File: config.mk
export PLATFORM = sky130hd
export DESIGN_NAME = ring_buffer_hs
export DESIGN_NICKNAME = d
export VERILOG_FILES = /design/src/rtl/ring_buffer_hs.sv
export SDC_FILE = /design/constraint.sdc
export NUM_CORES = 1
export LEC_CHECK = 0
export ABC_AREA = 1
export BUFFER_PORTS_ARGS = -buffer_cell sky130_fd_sc_hd__buf_2
export CAP_MARGIN = 20
export CORE_MARGIN = 1
export CORE_UTILIZATION = 45
export DETAILED_ROUTE_END_ITERATION = 12
export GPL_ROUTABILITY_DRIVEN = 0
export SLEW_MARGIN = 20
export SYNTH_ARGS = -nofsm -noshare
export SYNTH_HDL_FRONTEND = slang
export SYNTH_SLANG_ARGS = --single-unit
File: constraint.sdc
create_clock -name clk -period 2.63 [get_ports clk]
set_input_delay 0.263 -clock clk [delete_from_list [all_inputs] [get_ports clk]]
set_output_delay 0.263 -clock clk [all_outputs]
set_load 0.005 [all_outputs]
File: src/rtl/ring_buffer_hs.sv
`default_nettype none
// ============================================================================
//  Module   : ring_buffer_hs
//  Purpose  : Parametrised ring buffer with valid/ready handshakes on both
//             sides. Words are stored in a DEPTH-entry register array and
//             presented oldest-first (show-ahead). OVERWRITE selects between
//             back-pressuring the writer when full (0) and discarding the
//             oldest entry to make room (1).
//  Ports    : clk, rst_n           - clock, asynchronous active-low reset
//             flush                - synchronous empty, highest priority
//             wr_valid/wr_ready/wr_data - write handshake
//             rd_valid/rd_ready/rd_data - read handshake (show-ahead)
//             level/full/empty     - occupancy status
//             wr_cnt               - accepted writes, wraps
//             drop_cnt             - overwritten entries, saturates
//  Revision : 1.0 - initial parametrised release
// ============================================================================
module ring_buffer_hs #(
  parameter int unsigned DATA_W    = 8,
  parameter int unsigned DEPTH     = 16,
  parameter bit          OVERWRITE = 1'b0,
  parameter int unsigned CNT_W     = 8
) (
  input  logic                       clk,
  input  logic                       rst_n,
  input  logic                       flush,
  input  logic                       wr_valid,
  input  logic [DATA_W-1:0]          wr_data,
  output logic                       wr_ready,
  output logic                       rd_valid,
  input  logic                       rd_ready,
  output logic [DATA_W-1:0]          rd_data,
  output logic [$clog2(DEPTH):0]     level,
  output logic                       full,
  output logic                       empty,
  output logic [CNT_W-1:0]           wr_cnt,
  output logic [CNT_W-1:0]           drop_cnt
);

  localparam int unsigned     AW      = $clog2(DEPTH);
  localparam logic [AW:0]     LVL_MAX = (AW+1)'(DEPTH);

  logic [DATA_W-1:0] mem [DEPTH];

  logic [AW-1:0]    wr_ptr_q,   wr_ptr_d;
  logic [AW-1:0]    rd_ptr_q,   rd_ptr_d;
  logic [AW:0]      level_q,    level_d;
  logic [CNT_W-1:0] wr_cnt_q,   wr_cnt_d;
  logic [CNT_W-1:0] drop_cnt_q, drop_cnt_d;
  // Low during reset and until the first edge afterwards, so the writer is
  // never told "ready" while the buffer is held in reset.
  logic             ready_q;

  logic wr_fire;
  logic rd_fire;
  logic full_w;
  logic empty_w;

  assign full_w  = (level_q == LVL_MAX);
  assign empty_w = (level_q == '0);

  generate
    if (OVERWRITE) begin : g_overwrite
      assign wr_ready = ready_q;
    end else begin : g_backpressure
      assign wr_ready = ready_q & ~full_w;
    end
  endgenerate

  assign rd_valid = ~empty_w;
  assign wr_fire  = wr_valid & wr_ready;
  assign rd_fire  = rd_valid & rd_ready;

  // Array contents are never cleared; masking on empty hides stale words.
  assign rd_data  = empty_w ? '0 : mem[rd_ptr_q];
  assign level    = level_q;
  assign full     = full_w;
  assign empty    = empty_w;
  assign wr_cnt   = wr_cnt_q;
  assign drop_cnt = drop_cnt_q;

  always_comb begin
    wr_ptr_d   = wr_ptr_q;
    rd_ptr_d   = rd_ptr_q;
    level_d    = level_q;
    wr_cnt_d   = wr_cnt_q;
    drop_cnt_d = drop_cnt_q;

    if (flush) begin
      wr_ptr_d = '0;
      rd_ptr_d = '0;
      level_d  = '0;
    end else begin
      if (wr_fire) begin
        wr_ptr_d = wr_ptr_q + AW'(1);
        wr_cnt_d = wr_cnt_q + CNT_W'(1);
      end
      if (rd_fire) begin
        rd_ptr_d = rd_ptr_q + AW'(1);
      end

      if (wr_fire && !rd_fire) begin
        if (full_w) begin
          // Only reachable with OVERWRITE: the oldest slot is the one being
          // written, so the read side skips past it and occupancy holds.
          rd_ptr_d = rd_ptr_q + AW'(1);
          if (drop_cnt_q != '1) begin
            drop_cnt_d = drop_cnt_q + CNT_W'(1);
          end
        end else begin
          level_d = level_q + (AW+1)'(1);
        end
      end else if (rd_fire && !wr_fire) begin
        level_d = level_q - (AW+1)'(1);
      end
    end
  end

  always_ff @(posedge clk or negedge rst_n) begin
    if (!rst_n) begin
      wr_ptr_q   <= '0;
      rd_ptr_q   <= '0;
      level_q    <= '0;
      wr_cnt_q   <= '0;
      drop_cnt_q <= '0;
      ready_q    <= 1'b0;
    end else begin
      wr_ptr_q   <= wr_ptr_d;
      rd_ptr_q   <= rd_ptr_d;
      level_q    <= level_d;
      wr_cnt_q   <= wr_cnt_d;
      drop_cnt_q <= drop_cnt_d;
      ready_q    <= 1'b1;
    end
  end

  always_ff @(posedge clk) begin
    if (wr_fire && !flush) begin
      mem[wr_ptr_q] <= wr_data;
    end
  end

endmodule
`default_nettype wire

==> flow_metrics.tcl, run 1 <==
set metrics [dict create \
    status "complete, no violations" \
    powerDensity_nw_per_um2 894 \
    drive_above_1_share_pct 15.9 \
    crit_top_cell "nand2_1" \
    ys_ff_latch 158 \
    dp_hpwl_um 9510 \
    cp_data_arrival_time_ns 2.13 \
    routedWlPerCell_um 17.6 \
    ant_nets 0 \
    clock_latency_ns 0.43 \
    finalCritPeriodShare_pct 91.1 \
    instances_no_fill 859 \
    cts_buffers 17 \
    cts.reportedPaths.clkPinSlew_ns 0.06 \
    grt_pass1_vias 4346 \
    yosysSeqAreaShare_pct 67.3 \
    final_cell_mix "nand2_1, edfxtp_1, nand3_1, buf_2, dfrtp_1" \
    tightest_slew_ns 0.746 \
    core_um2 14600 \
    start_util_pct 46.6 \
    n_fill_cell 1299 \
    rows 44 \
    yosys_warnings 0 \
    grt_max_degree 67 \
    placed_cells 826 \
    io_pins 46 \
    synth_top_cell_by_area "edfxtp_1" \
    p_total_w 0.00698 \
    routed_wl_um 15200 \
    holdCritPathClass "input port to register" \
    fin_skew_ns 0.00579 \
    cts.root.buffer_cell "clkbuf_16" \
    cp_max_fo 66 \
    reg2reg_depth 6 \
    maxSlewViolCount 0 \
    met2_length_um 7200 \
    die_w_um 125 \
    die_y_um 125 \
    dr.max_layer_used "met4" \
    io_buffers 45 \
    avgSynthCellArea_um2 11.0 \
    wl_met3_um 742 \
    timing.fmax_ghz 0.418 \
    grt_pass1_wl_um 24000 \
    netlist.area_leader.share_pct 56.3 \
    peakVddDrop_uv 436 \
    path_class "register to primary output" \
    area_delta_synth_final_pct 14.5 \
    grt_antenna_before_repair 0 \
    finalHoldViolations 0 \
    cts_tree "yes" \
    crit_required_ns 2.37 \
    slowest_delay_ns 0.42 \
    yosysUniqueCellTypes 34 \
    path_cells "buf_6, nand2_1, nand3_1, nand3_1, nand2_1, nand2_1, a21oi_1, buf_2" \
    tns_ns 0 \
    holdPathStages 3 \
    dieArea_um2 15700 \
    setup_viol 0 \
    drt_first_pass_iters 8 \
    wl_met1_um 6850 \
    avgViaCountPerCell 5.31 \
    cts-htree-levels 4 \
    crit_slowest_cell "buf_6" \
    rsz0062_at_grt "no" \
    layout.cells.most_common "nand2_1" \
    syn_inst 618 \
    period_needed_ns 2.39 \
    synthesis.nets 642 \
    synth_area_um2 6820 \
    end_kind "primary output" \
    clk_path_buf_depth 2 \
    slew_headroom_pct 50.1 \
    vias 4560 \
    grt_overflow 0 \
    drcViolationCount 0 \
    clock_sinks 158 \
    track_usage_pct 20.8 \
    fin_nets 686 \
    start_kind "register" \
    synth_area_leaders "edfxtp_1, nand2_1, dfrtp_1, nand3_1, ha_1" \
    diodes 0 \
    drt_iter0_drc 449 \
    leakage_nw 3.16 \
    drv_cap 0 \
]
==> cell type report <==
type | instances | area (um^2) | share of cell area [%]
repair buffers | 61 | 364 | 4.66
clock inverters | 12 | 136 | 1.75
clock buffers | 20 | 467 | 5.97
multi-input cells | 403 | 1940 | 24.8
flip-flops and latches | 158 | 4600 | 58.8
inverters | 21 | 81.3 | 1.04
well taps | 184 | 230 | 2.95
==> state kept, by name, indices dropped and copies added, names as in the netlist <==
signal,flops
mem,128
drop_cnt,8
wr_cnt,8
level,5
rd_ptr_q,4
wr_ptr_q,4
ready_q,1
==> final timing paths <==
kind | startpoint | to | slack, ns
max reg2reg | level[0] | mem[11][6] | 0.38
min reg2reg | drop_cnt[7] | drop_cnt[7] | 0.37
max in group asynchronous | rst_n | rd_ptr_q[0] | 1.71
min | rd_ready | rd_ptr_q[1] | 0.18
max | rd_ptr_q[0] | rd_data[3] | 0.24
min in group asynchronous | rst_n | level[1] | 0.43
==> report_power, final <==
group / total (W) / switching (W) / internal, W
clock: 0.00247 / 0.000987 / 0.00148
combinational: 0.00157 / 0.00100 / 0.000566
sequential: 0.00295 / 0.000139 / 0.00281
total: 0.00698 / 0.00213 / 0.00485
==> per-layer routing <==
metal	vias up	global-route usage, %
met5	-	0
met4	0	9.25
met3	26	4.92
met2	124	31.1
met1	2220	28.9
li1	2190	-
==> per-stage QoR <==
stage / util (%) / worst slack [ns] / hold WS [ns] / area, um^2
2_1_floorplan: - / 0.592 / -0.0326 / 6820
3_3_place_gp: 49.1 / 0.455 / 0.341 / 7190
3_5_place_dp: 49.1 / 0.375 / 0.355 / 7190
4_1_cts: 53.3 / 0.0836 / 0.170 / 7800
5_1_grt: 53.3 / 0.0177 / 0.181 / 7810
6_report: 53.3 / 0.235 / 0.182 / 7810
==> cells by family (layout without fill, tap and decap cells) <==
| group | count (synthesis) | count (layout) | share of synthesized area (%) |
|---|---|---|---|
| xor+xnor | 9 | 9 | 1.27 |
| other cells | 1 | 1 | 0.0550 |
| flops | 158 | 158 | 67.3 |
| simple gates | 360 | 360 | 23.2 |
| buf+inv | 57 | 114 | 4.29 |
| fa+ha+maj | 11 | 11 | 2.13 |
| compound gates | 22 | 22 | 1.76 |
==> repair_timing <==
item | CTS | global route
endpoints found under the setup margin | 0 | 7
buffers inserted | 0 | 0
resized for setup | 0 | 3
endpoints found under the hold margin | 30 | 0
hold buffers | 1 | 0
==> synthesized netlist by cell type <==
cell / n
fa_1: 1
conb_1: 1
xnor2_1: 4
buf_4: 7
a21oi_1: 13
a211oi_2: 1
inv_1: 17
xor2_2: 1
buf_2: 12
buf_6: 5
clkbuf_1: 10
nor2_8: 1
nand2_1: 207
a211oi_1: 1
ha_1: 10
dfrtp_1: 30
and3_1: 1
nand2_2: 2
nor2_1: 27
nand3_4: 2
o21ai_1: 3
nand2_4: 1
o21ai_0: 4
nor3_1: 2
nand3_2: 2
inv_2: 2
xor2_1: 4
nand3_1: 106
clkinv_1: 2
nand3b_1: 1
nor2_2: 2
buf_1: 2
edfxtp_1: 128
nand4_1: 6
==> worst max-delay path, delay by kind of cell (launching register included) <==
family,cells,cell delay (ns)
AOI/OAI and AO/OA,1,0.21
buffers and inverters,2,0.57
DFF,1,0.39
and+or+nand+nor,5,0.51
(Power assumes the default switching activity.)
==> run 2, diff against run 1 <==
- BUFFER_PORTS_ARGS: -buffer_cell sky130_fd_sc_hd__buf_2 -> unset
- DONT_BUFFER_PORTS: unset -> 1
- clock period: 2.63 -> 2.7 ns (I/O delays scaled with it)
==> run 2 against run 1 <==
Compared with the run above: the run now ends with design-rule violations left; power is 3.1% lower; first-iteration DRC count rose by 0.22%; clock power is essentially flat; highest routed layer unchanged.
==> flow_metrics.tcl, run 2 (same netlist as run 1, synthesis figures left out) <==
set metrics [dict create \
    largest_reg_flops 128 \
    cts_tree "yes" \
    powerDensity_nw_per_um2 874 \
    crit_slowest_cell "dfrtp_2" \
    crit_path_start "rd_ptr_q[0]" \
    finalHoldViolations 0 \
    core_um2 14600 \
    cp_max_fo 26 \
    setup_viol 0 \
    regMostFlops "mem" \
    fin_area_um2 7740 \
    drt_first_pass_iters 9 \
    routed_wl_um 15200 \
    power_frac_seq_pct 43.3 \
    maxSlewViolCount 0 \
    cts.root.buffer_cell "clkbuf_16" \
    vias 4473 \
    start_kind "register" \
    post_cts_buffers 0 \
    avgViaCountPerCell 5.40 \
    dp_hpwl_um 9670 \
    io_buffers 0 \
    start_util_pct 46.6 \
    routedWlPerCell_um 18.4 \
    die_y_um 125 \
    status "finished, violations left" \
    n_fill_cell 1252 \
    period_needed_ns 2.55 \
    seqCellArea_um2 4600 \
    leakage_nw 3.02 \
    place_area_um2 7010 \
    holdCritPathClass "input port to register" \
    final_cell_mix "nand2_1, edfxtp_1, nand3_1, dfrtp_1, nor2_1" \
    crit_top_cell "nand2_1" \
    grt_pass1_wl_um 23700 \
    placed_cells 785 \
    rows 44 \
    drcViolationCount 2 \
    swShare_pct 29.9 \
    instances_no_fill 828 \
    dieArea_um2 15700 \
    fin_skew_ns 0.00583 \
    timing.fmax_ghz 0.392 \
    share_comb_of_total_power_pct 20.2 \
    finalCritPeriodShare_pct 94.5 \
    peakVddDrop_uv 557 \
    die_w_um 125 \
    drive_above_1_share_pct 9.94 \
    tightest_slew_ns 0.764 \
    diodes 0 \
    clock_latency_ns 0.42 \
    multiInputGateArea_um2 1940 \
    drv_cap 0 \
    track_usage_pct 20.4 \
    grt_overflow 0 \
    fin_nets 655 \
    rsz0062_at_grt "no" \
    cts.reportedPaths.clkPinSlew_ns 0.06 \
    layout.cells.most_common "nand2_1" \
    rrSetupSlack_ns 0.36 \
    violations "design-rule violations" \
    p_int_w 0.00474 \
    timing.rr.start "level[1]" \
    crit_end "rd_data[6]" \
    path_cells "clkinv_2, buf_12, nand2_1, nand3_1, nand3_1, nand2_1, nand2_1, a21oi_1" \
    drt_iter0_drc 450 \
    io_pins 46 \
    end_kind "primary output" \
    clock_sinks 158 \
    crit_required_ns 2.43 \
    cp_data_arrival_time_ns 2.28 \
    slew_headroom_pct 48.9 \
    grt_antenna_before_repair 0 \
    grt_pass1_vias 4218 \
    clk_path_buf_depth 2 \
    cts-htree-levels 4 \
    slowest_delay_ns 0.62 \
    reg2reg_depth 13 \
    switching_power_w 0.00202 \
    tns_ns 0 \
    reg2reg_to "level[4]" \
    path_class "register to primary output" \
    clkPwrFrac_pct 36.4 \
    cts_buffers 17 \
    grt_max_degree 34 \
    area_delta_synth_final_pct 13.4 \
    ant_nets 0 \
]
-- run 2: cell count changes in the layout (fill, tap and decap cells not counted), moves of 2 or more --
| cell | change |
|---|---|
| dlygate4sd3_1 | +9 |
| clkbuf_1 | +4 |
| clkinv_4 | -3 |
| buf_4 | +4 |
| clkbuf_8 | -3 |
| buf_12 | +2 |
| buf_2 | -45 |
| bufinv_16 | +2 |
-- run 2: area by class of cell --
type	count	area share, %
inverter	21	1.03
sequential	158	59.4
clock inverter	11	2.15
multi-input combinational	403	25.0
timing repair buffer	30	3.72
tap	184	2.97
clock buffer	21	5.69
-- run 2: per-layer routing --
metal	GRT usage, %	vias to the layer above	share of wire (%)
met5	0	-	0
met4	8.03	0	1.9
met3	4.19	25	6.9
met2	30.6	148	46
met1	29.3	2163	45
li1	-	2137	-
-- run 2: metrics by stage --
| stage | hold slack (ns) | worst slack (ns) | util, % | power [W] |
|---|---|---|---|---|
| CTS | 0.000367 | 0.0803 | 52.8 | 0.00680 |
| detailed placement | -0.0251 | 0.381 | 47.9 | 0.00428 |
| floorplan | -0.0256 | 0.662 | - | 0.00396 |
| global route | 0.0154 | 0.0125 | 52.8 | 0.00706 |
| global placement | -0.0250 | 0.494 | 47.9 | 0.00425 |
| finish | 0.0158 | 0.147 | 52.8 | 0.00676 |
-- run 2: worst min-delay path by stage --
| stage | end | from | cells past startpoint | slack, ns |
|---|---|---|---|---|
| final | level[0] | flush | 3 | 0.02 |
| after global routing | level[0] | flush | 3 | 0.02 |
| after CTS | level[0] | flush | 3 | 0.0004 |
| after detailed placement | level[2] | rst_n | 0 | -0.03 |
| after global placement | level[2] | rst_n | 0 | -0.02 |
| after floorplan | drop_cnt[0] | rst_n | 0 | -0.03 |
-- run 2: worst max-delay path: cells and delay by family (launching register included) --
kind,cells,cell delay (ns)
simple gates,5,0.50
buf+inv,2,0.62
compound gates,1,0.11
flops,1,0.62
-- run 2: power groups by stage --
stage | Combinational, W | Clock (W) | Sequential, W
2_1_floorplan | 0.00107 | 0 | 0.00289
3_3_place_gp | 0.00127 | 0 | 0.00297
3_5_place_dp | 0.00131 | 0 | 0.00297
4_1_cts | 0.00138 | 0.00250 | 0.00293
5_1_grt | 0.00152 | 0.00259 | 0.00295
6_report | 0.00137 | 0.00246 | 0.00293
-- run 2: timing repair --
| item | CTS | global route |
|---|---|---|
| setup endpoints to repair | 0 | 2 |
| gates resized for setup | 0 | 2 |
| hold buffers | 11 | 0 |
| hold endpoints to repair | 163 | 0 |
